### src/rtl/pin_debouncer_pkg.sv
// Shared definitions for the pin debouncer: FSM state encodings and
// default debounce constants.
package io_pkg;

    typedef enum logic [1:0] {
        IDLE_LO = 2'b00,
        WAIT_HI = 2'b01,
        IDLE_HI = 2'b10,
        WAIT_LO = 2'b11
    } dbnc_state_e;

    localparam int   DEF_CNT_W      = 16;
    localparam int   DEF_STABLE_CNT = 50000;   // 1 ms at 50 MHz
    localparam int   DEF_EVT_W      = 8;
    localparam logic DEF_RESET_LVL  = 1'b0;

    // Idle state that corresponds to a given debounced level.
    function automatic dbnc_state_e idle_state(input logic lvl);
        return lvl ? IDLE_HI : IDLE_LO;
    endfunction

endpackage

### src/rtl/pin_debouncer_if.sv
// Pin-side bundle of the debouncer: synchronized input plus clean outputs.
interface pin_debouncer_if #(
    parameter int EVT_W = 8
) ();

    logic             sync_in;
    logic             level;
    logic             rise;
    logic             fall;
    logic             busy;
    logic [EVT_W-1:0] evt_cnt;

    // Producer of sync_in / consumer of the debounced outputs.
    modport master (
        output sync_in,
        input  level, rise, fall, busy, evt_cnt
    );

    // The debouncer itself.
    modport slave (
        input  sync_in,
        output level, rise, fall, busy, evt_cnt
    );

endinterface

### src/rtl/pin_debouncer_timer.sv
// Stability counter: clears on clr, counts on inc, flags the last
// count before a candidate level is accepted.
module debounce_timer #(
    parameter int CNT_W      = 16,
    parameter int STABLE_CNT = 50000
) (
    input  logic clk,
    input  logic rst,
    input  logic clr,
    input  logic inc,
    output logic done
);

    logic [CNT_W-1:0] cnt;

    // Clear has priority so a bounce always restarts timing from zero.
    always_ff @(posedge clk or posedge rst) begin
        if (rst)      cnt <= '0;
        else if (clr) cnt <= '0;
        else if (inc) cnt <= cnt + 1'b1;
    end

    assign done = (cnt == CNT_W'(STABLE_CNT - 1));

endmodule

### src/rtl/pin_debouncer.sv
// Debounce stage for an already-synchronized pin: 4-state FSM accepting a
// new level after STABLE_CNT+1 consecutive equal samples, with registered
// rise/fall pulses and a wrapping count of accepted rising edges.
module pin_debouncer
    import io_pkg::*;
#(
    parameter int   CNT_W      = DEF_CNT_W,
    parameter int   STABLE_CNT = DEF_STABLE_CNT,
    parameter logic RESET_LVL  = DEF_RESET_LVL,
    parameter int   EVT_W      = DEF_EVT_W
) (
    input  logic           clk,
    input  logic           rst,
    pin_debouncer_if.slave pif
);

    dbnc_state_e      state_q, state_d;
    logic             tmr_clr, tmr_inc, tmr_done;
    logic             do_rise, do_fall;
    logic             level_q, rise_q, fall_q;
    logic [EVT_W-1:0] evt_q;

    debounce_timer #(
        .CNT_W      (CNT_W),
        .STABLE_CNT (STABLE_CNT)
    ) u_timer (
        .clk  (clk),
        .rst  (rst),
        .clr  (tmr_clr),
        .inc  (tmr_inc),
        .done (tmr_done)
    );

    // State register; reset lands in the idle state matching RESET_LVL.
    always_ff @(posedge clk or posedge rst) begin
        if (rst) state_q <= idle_state(RESET_LVL);
        else     state_q <= state_d;
    end

    // Next-state logic. The timer is held clear everywhere except while a
    // candidate is still being timed, so entering a WAIT starts from zero.
    always_comb begin
        state_d = state_q;
        tmr_clr = 1'b1;
        tmr_inc = 1'b0;
        do_rise = 1'b0;
        do_fall = 1'b0;
        case (state_q)
            IDLE_LO: if (pif.sync_in) state_d = WAIT_HI;
            WAIT_HI: begin
                if (!pif.sync_in) begin
                    state_d = IDLE_LO;
                end else if (tmr_done) begin
                    state_d = IDLE_HI;
                    do_rise = 1'b1;
                end else begin
                    tmr_clr = 1'b0;
                    tmr_inc = 1'b1;
                end
            end
            IDLE_HI: if (!pif.sync_in) state_d = WAIT_LO;
            WAIT_LO: begin
                if (pif.sync_in) begin
                    state_d = IDLE_HI;
                end else if (tmr_done) begin
                    state_d = IDLE_LO;
                    do_fall = 1'b1;
                end else begin
                    tmr_clr = 1'b0;
                    tmr_inc = 1'b1;
                end
            end
            default: state_d = state_q;
        endcase
    end

    // Registered level and one-cycle edge pulses.
    always_ff @(posedge clk or posedge rst) begin
        if (rst) begin
            level_q <= RESET_LVL;
            rise_q  <= 1'b0;
            fall_q  <= 1'b0;
        end else begin
            rise_q <= do_rise;
            fall_q <= do_fall;
            if (do_rise)      level_q <= 1'b1;
            else if (do_fall) level_q <= 1'b0;
        end
    end

    // Accepted rising edges; wraps silently.
    always_ff @(posedge clk or posedge rst) begin
        if (rst)          evt_q <= '0;
        else if (do_rise) evt_q <= evt_q + 1'b1;
    end

    assign pif.level   = level_q;
    assign pif.rise    = rise_q;
    assign pif.fall    = fall_q;
    assign pif.busy    = (state_q == WAIT_HI) || (state_q == WAIT_LO);
    assign pif.evt_cnt = evt_q;

endmodule

### src/flat_wrapper.sv
// flat-port wrapper written by rule: the top's interface ports become plain ports
module pin_debouncer_flat import io_pkg::*;
#(
    parameter int   CNT_W      = DEF_CNT_W,
    parameter int   STABLE_CNT = DEF_STABLE_CNT,
    parameter logic RESET_LVL  = DEF_RESET_LVL,
    parameter int   EVT_W      = DEF_EVT_W
)
  (clk, rst, pif_sync_in, pif_level, pif_rise, pif_fall, pif_busy, pif_evt_cnt);
  pin_debouncer_if #(.EVT_W(EVT_W)) pif_i ();
  input  logic clk;
  input  logic rst;
  input wire logic [$bits(pif_i.sync_in)-1:0] pif_sync_in;
  output wire logic [$bits(pif_i.level)-1:0] pif_level;
  output wire logic [$bits(pif_i.rise)-1:0] pif_rise;
  output wire logic [$bits(pif_i.fall)-1:0] pif_fall;
  output wire logic [$bits(pif_i.busy)-1:0] pif_busy;
  output wire logic [$bits(pif_i.evt_cnt)-1:0] pif_evt_cnt;
  assign pif_i.sync_in = pif_sync_in;
  assign pif_level = pif_i.level;
  assign pif_rise = pif_i.rise;
  assign pif_fall = pif_i.fall;
  assign pif_busy = pif_i.busy;
  assign pif_evt_cnt = pif_i.evt_cnt;
  pin_debouncer #(.CNT_W(CNT_W), .STABLE_CNT(STABLE_CNT), .RESET_LVL(RESET_LVL), .EVT_W(EVT_W)) u_core (.clk(clk), .rst(rst), .pif(pif_i));
endmodule
### config.mk
export PLATFORM = sky130hd
export DESIGN_NAME = pin_debouncer_flat
export DESIGN_NICKNAME = d
export VERILOG_FILES = /design/src/rtl/pin_debouncer_pkg.sv /design/src/rtl/pin_debouncer_if.sv /design/src/rtl/pin_debouncer_timer.sv /design/src/rtl/pin_debouncer.sv /design/src/flat_wrapper.sv
export SDC_FILE = /design/constraint.sdc
export NUM_CORES = 1
export LEC_CHECK = 0
export CORE_AREA = 2 2 57 59
export CTS_BUF_LIST = sky130_fd_sc_hd__clkbuf_8 sky130_fd_sc_hd__clkbuf_16
export CTS_CLUSTER_SIZE = 8
export DETAILED_ROUTE_END_ITERATION = 8
export DIE_AREA = 0 0 59 61
export PLACE_DENSITY = 0.79
export SLEW_MARGIN = 5
export SYNTH_ARGS = -nofsm -noshare
export SYNTH_HDL_FRONTEND = slang
export SYNTH_SLANG_ARGS = --single-unit
### constraint.sdc
create_clock -name clk -period 2.6 [get_ports clk]
set_input_delay 0.52 -clock clk [delete_from_list [all_inputs] [get_ports clk]]
set_output_delay 0.52 -clock clk [all_outputs]
set_load 0.01 [all_outputs]
==> results of run 1 <==
metal layers:
layer | track usage (%) | wire length, um | vias up
met5 | 0 | 0 | -
met4 | 12.0 | 44 | 0
met3 | 7.25 | 169 | 7
met2 | 31.7 | 1450 | 39
met1 | 20.4 | 1170 | 517
li1 | - | - | 508
stage by stage:
stage	hold WS [ns]	area (sq um)
after floorplan	0.450	1430
after global placement	0.462	1610
after detailed placement	0.465	1610
after CTS	0.475	1740
after global routing	0.508	1740
final	0.468	1740
final timing paths:
check	startpoint	end	slack [ns]	depth (start not counted)
worst min-delay path	u_core.pif.evt_cnt[7]$_DFFE_PP0P_	u_core.pif.evt_cnt[7]$_DFFE_PP0P_	0.47	1
worst max-delay path	u_core.u_timer.cnt[7]$_DFFE_PP0P_	u_core.pif.evt_cnt[1]$_DFFE_PP0P_	0.43	4
worst min register to register	u_core.pif.evt_cnt[7]$_DFFE_PP0P_	u_core.pif.evt_cnt[7]$_DFFE_PP0P_	0.47	1
min in group asynchronous	rst	u_core.pif.evt_cnt[0]$_DFFE_PP0P_	0.60	3
worst max register to register	u_core.u_timer.cnt[7]$_DFFE_PP0P_	u_core.pif.evt_cnt[1]$_DFFE_PP0P_	0.43	4
max in group asynchronous	rst	u_core.u_timer.cnt[0]$_DFFE_PP0P_	1.73	3
critical path: stages (launching register included):
cell and delay (ns):
dfrtp_1 0.44, or4b_1 0.64, or3_4 0.39, nor3_4 0.25, mux2_1 0.34
flip-flops by register name, summed over array words and instances (netlist names), named ones only:
register	flops
u_core.pif.level	1
u_core.pif.evt_cnt	8
u_core.state_q	1
u_core.u_timer.cnt	16
u_core.pif.rise	1
u_core.pif.fall	1
cell families (layout without fill, tap and decap cells):
family / Yosys count / in the layout / synth area share [%]
compound gates: 5 / 5 / 2.37
xor+xnor: 21 / 21 / 12.9
fa+ha+maj: 2 / 2 / 1.76
buf+inv: 8 / 30 / 2.37
flops: 29 / 29 / 50.9
mux: 2 / 2 / 1.49
simple gates: 68 / 68 / 28.2
Yosys cell counts (2+ instances only):
master | n | area, sq um
nor2_1 | 19 | 71.3
ha_1 | 2 | 25.0
xnor2_1 | 15 | 131
nor3_1 | 5 | 25.0
inv_1 | 6 | 22.5
nor4_1 | 5 | 31.3
xor2_1 | 6 | 52.6
nand4_1 | 9 | 56.3
nand3_1 | 6 | 30.0
nand2_1 | 8 | 30.0
dfrtp_1 | 29 | 726
o21ai_0 | 2 | 10.0
final cells by class:
cell class,count,area [sq um]
fillers,266,1210
flip-flops and latches,29,726
multi-input cells,98,666
repair buffers,16,155
clock buffers,5,68.8
clock inverters,3,65.1
well taps,33,41.3
inverters,6,22.5
power breakdown:
group          internal, uW  switching [uW]
logic                  11.0            17.8
registers               454            3.62
clock network           380             178
total                   846             199
==> metrics.txt, run 1 <==
Avg WL per Cell=14.9 um; DRC=0; clk_lat worst skew=0.29 ns; Lkg Pwr=0.000723 uW; Peak Freq=460 MHz; Period minus WS final=2.17 ns; cell area after synthesis=0.00143 sq mm; clock tree buffer depth=2; die area=0.00360 sq mm; Fin Setup TNS=0 ns; Syn Inst Count=135; CTS Root Cell=clkbuf_8; Util after Layout=59.1%; vias per inst=5.64; global route overflow=0; Initial Utilization=48.3%; Hold Path Class=reg2reg; Num CTS Buffers=5; Final GP Congestion=0.947; die width=59 um; Worst slew margin=70.6%; Post-DRT Antenna Nets=0; Place WS=0.425 ns; share of post-route cells with drive strength above 1=12.7%; CTS tree=yes; Tot Pwr=1040 uW; Area growth syn-to-layout=22.4%; Inst Count DP=182; GRT Total Usage=19.0%; clock-pin slew on the worst setup and hold paths=0.07 ns; Final HPWL DP=1940 um; ys flop type=dfrtp_1; CP required=2.77 ns; max-slew violations=0; Startpoint Class=flip-flop; status=completed; Fin. Hold Viols=0; EDFF count, synth=0; Yosys reg bits=29; Max Clock Skew=0.00793 ns; CORE AREA=0.00295 sq mm; worst setup margin=0.427 ns; most common cell after layout, fill and taps aside=dfrtp_1; # clock sinks=29; CP max FO=6; # rows=20; first-pass GRT wire length=4880 um; # setup viols final=0; Finished Layout Cells=190; total number of vias=1071; iteration count of the initial detailed-routing pass=4; syn avg cell area=10.6 sq um; maximum vdd drop=0.553 mV; warnings from Yosys=0; Seq/Total Area, Yosys=50.9%; Die Height=61 um; Post-CTS Hold Buffers=0; Post-CTS Setup Bufs=0; Tcrit/Tclk final=83.6%; initial DRC count=50; I/O Pins=15; Setup Crit Path Kind=reg2reg; port bufs=14; htree depth=2; Slew @ Worst Pin=0.438 ns; P per Cell Area=599 mW/mm^2; Total Nets Final=161; final WL=2830 um; Netlist cell types=35; vias in the first global route=1118; RSZ-0062 raised after global routing=false; post_cts resized=0; # Max-Cap Violations=0; CP endpoint kind=flip-flop; Inserted Diodes=0; initial antenna violation count=0; syn nets=140; largest net degree at the start of global routing=30; commonest non-fill, non-tap cells in the layout=dfrtp_1 (29), nor2_1 (19), xnor2_1 (15); Critical Path AT=2.35 ns; asr flop ratio synth=100%
No activity file was read; power rests on OpenSTA's default activity.
==> inputs of run 2 (changes only) <==
- clock period: 2.6 -> 2.23 ns (I/O delays scaled with it)
==> run 2 against run 1 <==
Setup slack lost 0.29 ns. Utilization shrank 0.34 points. Combinational power grew 16%. Fmax grew 4.0%. Highest routed layer unchanged. Flip-flop and latch count is the same. Critical path depth is the same. Hold slack gained 0.00059 ns. Via count grew 0.47%. Total power shrank 0.18%. Critical path type unchanged. Count of clock-buffer cells in the layout grew 2. Die area is the same.
==> metrics.txt, run 2 (synthesized netlist as in run 1, its figures left out) <==
final WL=2790 um (-1.4%); clock-pin slew on the worst setup and hold paths=0.06 ns (about the same); CP max FO=4 (-2); Initial Utilization=48.3% (unchanged); Final GP Congestion=0.888 (-6.2%); # rows=20 (unchanged); Tcrit/Tclk final=93.7% (+10 points); Startpoint Class=flip-flop; hold path cells=1 (unchanged); vias per inst=5.58 (-1.1%); die area=0.00360 sq mm (unchanged); share of post-route cells with drive strength above 1=14.4% (+1.6 points); P per Cell Area=601 mW/mm^2 (+0.40%); Peak Freq=479 MHz (+4.0%); GRT Total Usage=18.9% (-0.16 points); commonest non-fill, non-tap cells in the layout=dfrtp_1 (29), nor2_1 (19), xnor2_1 (15); Post-CTS Setup Bufs=0 (unchanged); Lkg Pwr=0.000725 uW (+0.34%); FF-to-FF End=u_core.pif.evt_cnt[1]$_DFFE_PP0P_; Worst R2R Start=u_core.u_timer.cnt[5]$_DFFE_PP0P_; RSZ-0062 raised after global routing=false; # clock sinks=29 (unchanged); Die Height=61 um (unchanged); DRC=0 (unchanged); Max Clock Skew=0.00579 ns (-0.00213 ns); CP endpoint kind=flip-flop; Hold Path Class=reg2reg; maximum vdd drop=0.422 mV (-24%); Post-CTS Hold Buffers=0 (unchanged); R2R cell count=4 (unchanged); Avg WL per Cell=14.5 um (-2.9%); total number of vias=1076 (+0.47%); I/O Pins=15 (unchanged); Fin. Hold Viols=0 (unchanged); first-pass GRT wire length=4820 um (-1.3%); status=completed; most common cell after layout, fill and taps aside=dfrtp_1; Worst Hold End=u_core.pif.evt_cnt[7]$_DFFE_PP0P_; largest reg by FF count=u_core.u_timer.cnt; CORE AREA=0.00295 sq mm (unchanged); Setup Crit Path Kind=reg2reg; # setup viols final=0 (unchanged); Area growth syn-to-layout=21.7%; # Max-Cap Violations=0 (unchanged); Inst Count DP=185 (+1.6%); Inserted Diodes=0 (unchanged); post_cts resized=0 (unchanged); iteration count of the initial detailed-routing pass=4 (unchanged); Period minus WS final=2.09 ns (-0.0837 ns); Finished Layout Cells=193 (+1.6%); largest net degree at the start of global routing=30 (unchanged); Total Nets Final=164 (+1.9%); die width=59 um (unchanged); global route overflow=0 (unchanged); Num CTS Buffers=5 (unchanged); number of flip-flops under the largest register name=16 (unchanged); htree depth=2 (unchanged); CP required=2.40 ns (-0.37 ns); vias in the first global route=1110 (-0.72%); hold path startpoint=u_core.pif.evt_cnt[7]$_DFFE_PP0P_; port bufs=14 (unchanged); initial antenna violation count=0 (unchanged); Fin Setup TNS=0 ns (unchanged); max-slew violations=0 (unchanged); clk_lat worst skew=0.28 ns (about the same); CTS Root Cell=clkbuf_8; CTS tree=yes; register-to-register setup slack=0.14 ns (-0.29 ns); clock tree buffer depth=2 (unchanged); Slew @ Worst Pin=0.417 ns (-0.0214 ns); initial DRC count=24 (-52%); Post-DRT Antenna Nets=0 (unchanged); Critical Path AT=2.26 ns (-0.09 ns); Worst slew margin=72.0% (+1.4 points); Final HPWL DP=2030 um (+4.5%)
-- run 2: critical path: stages (launching register included) --
cell,delay (ns)
dfrtp_1,0.42
or4b_4,0.58
or3_4,0.43
nor3_4,0.21
mux2_1,0.33
-- run 2: through the flow --
step           utilization (%)  hold slack [ns]  total power [uW]  instance area (sq um)  setup WS [ns]
6_report                  58.7            0.469              1040                   1730          0.140
3_5_place_dp              55.3            0.465               578                   1630          0.144
5_1_grt                   58.7            0.503              1080                   1730         0.0684
2_1_floorplan                -            0.450               562                   1430          0.162
3_3_place_gp              55.3            0.462               577                   1630          0.177
4_1_cts                   58.7            0.476              1060                   1730          0.130
-- run 2: where the power goes --
| part | total (uW) | internal, uW | switching (uW) |
|---|---|---|---|
| sequential | 534 | 530 | 4.17 |
| clock | 476 | 278 | 197 |
| combinational | 33.5 | 12.8 | 20.8 |
-- run 2: worst max-delay path by stage --
| stage | start | end | cells after the start |
|---|---|---|---|
| 6_report | u_core.u_timer.cnt[5]$_DFFE_PP0P_ | u_core.pif.evt_cnt[1]$_DFFE_PP0P_ | 4 |
| 5_1_grt | u_core.u_timer.cnt[12]$_DFFE_PP0P_ | u_core.pif.evt_cnt[1]$_DFFE_PP0P_ | 4 |
| 4_1_cts | u_core.u_timer.cnt[5]$_DFFE_PP0P_ | u_core.pif.evt_cnt[1]$_DFFE_PP0P_ | 4 |
| 3_5_place_dp | u_core.u_timer.cnt[5]$_DFFE_PP0P_ | u_core.pif.evt_cnt[1]$_DFFE_PP0P_ | 4 |
| 3_3_place_gp | u_core.u_timer.cnt[5]$_DFFE_PP0P_ | u_core.pif.evt_cnt[1]$_DFFE_PP0P_ | 4 |
| 2_1_floorplan | u_core.u_timer.cnt[7]$_DFFE_PP0P_ | u_core.pif.evt_cnt[1]$_DFFE_PP0P_ | 4 |
-- run 2: final cells by class --
class	count	area, sq um
Clock buffer	7	96.3
Fill cell	263	1220
Tap cell	33	41.3
Inverter	6	22.5
Sequential cell	29	726
Timing Repair Buffer	19	178
Multi-Input combinational cell	98	666
Clock inverter	1	5.00
-- run 2: layer usage --
| metal | wire [um] | global-route usage (%) | share of wire [%] |
|---|---|---|---|
| met5 | 0 | 0 | 0 |
| met4 | 69 | 10.7 | 2.5 |
| met3 | 108 | 7.04 | 3.9 |
| met2 | 1400 | 32.7 | 50 |
| met1 | 1220 | 19.8 | 44 |
==> inputs of run 3 (changes only) <==
- CORE_AREA: 2 2 57 59 -> 2 2 54 56
- DIE_AREA: 0 0 59 61 -> 0 0 56 58
- PLACE_DENSITY: 0.79 -> 0.86
- SYNTH_HIERARCHICAL: default -> 1
==> run 3 against run 2 <==
The run now ends with setup timing left. Hold slack gained 0.012 ns. Critical endpoint is now u_core/u_timer/cnt[15]$_DFFE_PP0P_. Register-to-register slack got worse by 0.23 ns. Final area up 13%. Highest routed layer unchanged. Largest cell class unchanged.
==> metrics.txt, run 3 <==
status=complete, but fails checks; failing checks=setup timing; Fin. Hold Viols=0 (unchanged); Syn Inst Count=136 (+0.74%); Hold Path Class=reg2reg; Critical Path AT=2.53 ns (+0.27 ns); DRC=0 (unchanged); Slew @ Worst Pin=0.625 ns (+0.208 ns); iteration count of the initial detailed-routing pass=5 (+1); largest reg by FF count=u_core/u_timer/cnt; CP required=2.44 ns (+0.04 ns); Post-CTS Hold Buffers=0 (unchanged); maximum vdd drop=0.508 mV (+20%); # clock sinks=29 (unchanged); # rows=19 (-5.0%); area leader, netlist=dfrtp_1; warnings from Yosys=6 (+6); Area growth syn-to-layout=39.0%; Synth area leaders=dfrtp_1 (51%), xnor2_1 (7.5%), xor2_1 (4.3%); clock tree buffer depth=2 (unchanged); syn avg cell area=10.4 sq um (-1.8%); P per Cell Area=589 mW/mm^2 (-2.1%); asr flop ratio synth=100% (unchanged); vias per inst=5.52 (-0.92%); CP max FO=4 (unchanged); Net Sw Frac=20.2% (-1.1 points); Avg WL per Cell=15.8 um (+8.9%); Peak Freq=431 MHz (-10%); Period minus WS final=2.32 ns (+0.233 ns); Gate power share=6.3% (+3.1 points); first-pass GRT wire length=5430 um (+13%); Synth top cells by count=dfrtp_1 (29), nor2_1 (13), nand2_1 (12), xnor2_1 (12), inv_1 (10); clock-pin slew on the worst setup and hold paths=0.06 ns (about the same); Max Clock Skew=0.00981 ns (+0.00402 ns); Num CTS Buffers=5 (unchanged); CTS tree=yes; CP endpoint kind=flip-flop; Final Cell Area=0.00196 sq mm (+13%); Die Height=58 um (-4.9%); htree depth=2 (unchanged); syn nets=141 (+0.71%); number of flip-flops under the largest register name=16 (unchanged); worst setup margin=-0.0927 ns (-0.233 ns); port bufs=14 (unchanged); Inserted Diodes=0 (unchanged); Seq pwr share=46.5% (-4.7 points); ys flop type=dfrtp_1; net switching power=233 uW (+5.0%); most common cell after layout, fill and taps aside=dfrtp_1; Fin Setup TNS=-0.227 ns (-0.227 ns); vias in the first global route=1162 (+4.7%); die width=56 um (-5.1%); I/O Pins=15 (unchanged); clk_lat worst skew=0.28 ns (about the same); Final GP Congestion=0.791 (-11%); RSZ-0062 raised after global routing=true; Final HPWL DP=2260 um (+11%); Yosys reg bits=29 (unchanged); die area=0.00325 sq mm (-9.8%); register-to-register setup slack=-0.09 ns (-0.23 ns); initial DRC count=48 (+100%); share of post-route cells with drive strength above 1=28.8% (+14 points); Tcrit/Tclk final=104% (+10 points); Post-DRT Antenna Nets=0 (unchanged); Setup Crit Path Kind=reg2reg; Lkg Pwr=0.000892 uW (+23%); total number of vias=1149 (+6.8%); Worst slew margin=58.3% (-14 points); Initial Utilization=53.0% (+4.7 points); cell area after synthesis=0.00141 sq mm (-1.1%); Seq/Total Area, Yosys=51.5% (+0.54 points); commonest non-fill, non-tap cells in the layout=dfrtp_1 (29), buf_4 (20), clkdlybuf4s50_1 (14); area share of the largest cell type after synthesis=51.5% (+0.54 points); DP Area=0.00175 sq mm (+7.2%); Total Nets Final=181 (+10%); CTS Root Cell=clkbuf_8; largest net degree at the start of global routing=17 (-43%); Netlist cell types=33 (-5.7%); initial antenna violation count=0 (unchanged); GRT Total Usage=22.1% (+3.2 points); final WL=3280 um (+17%); fillcell total=175 (-33%); Startpoint Class=flip-flop; # Max-Cap Violations=0 (unchanged); max-slew violations=0 (unchanged); # setup viols final=3 (+3); EDFF count, synth=0 (unchanged); Pint=921 uW (+12%); CORE AREA=0.00266 sq mm (-9.8%); global route overflow=0 (unchanged); Clk pwr share=47.2% (+1.6 points); most numerous cell in the Yosys netlist=dfrtp_1
==> run 3: final cells by class <==
type | count | area [sq um] | share of cell area, %
multi-input cells | 93 | 717 | 36.6
repair buffers | 37 | 324 | 16.5
clock buffers | 6 | 82.6 | 4.21
clock inverters | 2 | 33.8 | 1.72
inverters | 10 | 37.5 | 1.92
well taps | 31 | 38.8 | 1.98
flip-flops and latches | 29 | 726 | 37.0
==> run 3: path summary, 6_finish.rpt <==
path | start | endpoint | depth (start not counted)
max in group asynchronous | rst | u_core/u_timer/cnt[7]$_DFFE_PP0P_ | 2
worst min register to register | u_core/pif.evt_cnt[7]$_DFFE_PP0P_ | u_core/pif.evt_cnt[7]$_DFFE_PP0P_ | 1
worst min-delay path | u_core/pif.evt_cnt[7]$_DFFE_PP0P_ | u_core/pif.evt_cnt[7]$_DFFE_PP0P_ | 1
min in group asynchronous | rst | u_core/pif.evt_cnt[1]$_DFFE_PP0P_ | 2
worst max register to register | u_core/u_timer/cnt[1]$_DFFE_PP0P_ | u_core/u_timer/cnt[15]$_DFFE_PP0P_ | 10
worst max-delay path | u_core/u_timer/cnt[1]$_DFFE_PP0P_ | u_core/u_timer/cnt[15]$_DFFE_PP0P_ | 10
==> run 3: power by group through the flow <==
stage	clock, uW	sequential, uW	combinational (uW)
3_3_place_gp	0	545	60.3
2_1_floorplan	0	545	40.1
5_1_grt	581	537	78.9
6_report	544	537	72.9
3_5_place_dp	0	546	63.1
4_1_cts	560	537	66.7
==> run 3: per-stage QoR <==
stage               hold WS (ns)  utilization, %  total power (uW)  std cells  setup slack (ns)
floorplan                  0.323               -               585        136            -0.179
global placement           0.456            65.7               606        197            -0.142
detailed placement         0.482            65.7               609        197            -0.242
CTS                        0.490            72.7              1160        208           -0.0679
global route               0.506            73.6              1200        208            -0.177
finish                     0.481            73.6              1150        208           -0.0927
==> run 3: cells by family after synthesis <==
family                   Yosys count  share of synthesized area (%)
buffers and inverters             14                           3.90
multiplexers                       2                           1.51
AO/OA/AOI/OAI                     13                           5.59
adder cells (fa/ha/maj)            2                           1.77
AND/OR/NAND/NOR                   57                           24.0
flip-flops                        29                           51.5
XOR/XNOR                          19                           11.8
==> run 3: what timing repair did <==
action	CTS	global route
hold endpoints to repair	0	0
pin swaps	0	4
setup endpoints to repair	5	12
setup buffers	3	1
gates resized for setup	9	6
==> run 3: layer usage <==
metal  vias to the layer above  global-route usage [%]  wire (um)
met5                         -                       0          0
met4                         0                    9.86         30
met3                         4                    6.92        138
met2                        30                    38.5       1750
met1                       569                    25.1       1350
li1                        546                       -          -
==> run 3: worst max-delay path, stage by stage (launching register included) <==
cell and delay [ns]:
dfrtp_1 0.38, ha_2 0.20, nand3_2 0.08, nor4_1 0.05, and4b_2 0.24, nor3b_4 0.24
buf_4 0.16, o211ai_4 0.09, or2_4 0.26, or4_1 0.40, a21oi_1 0.14
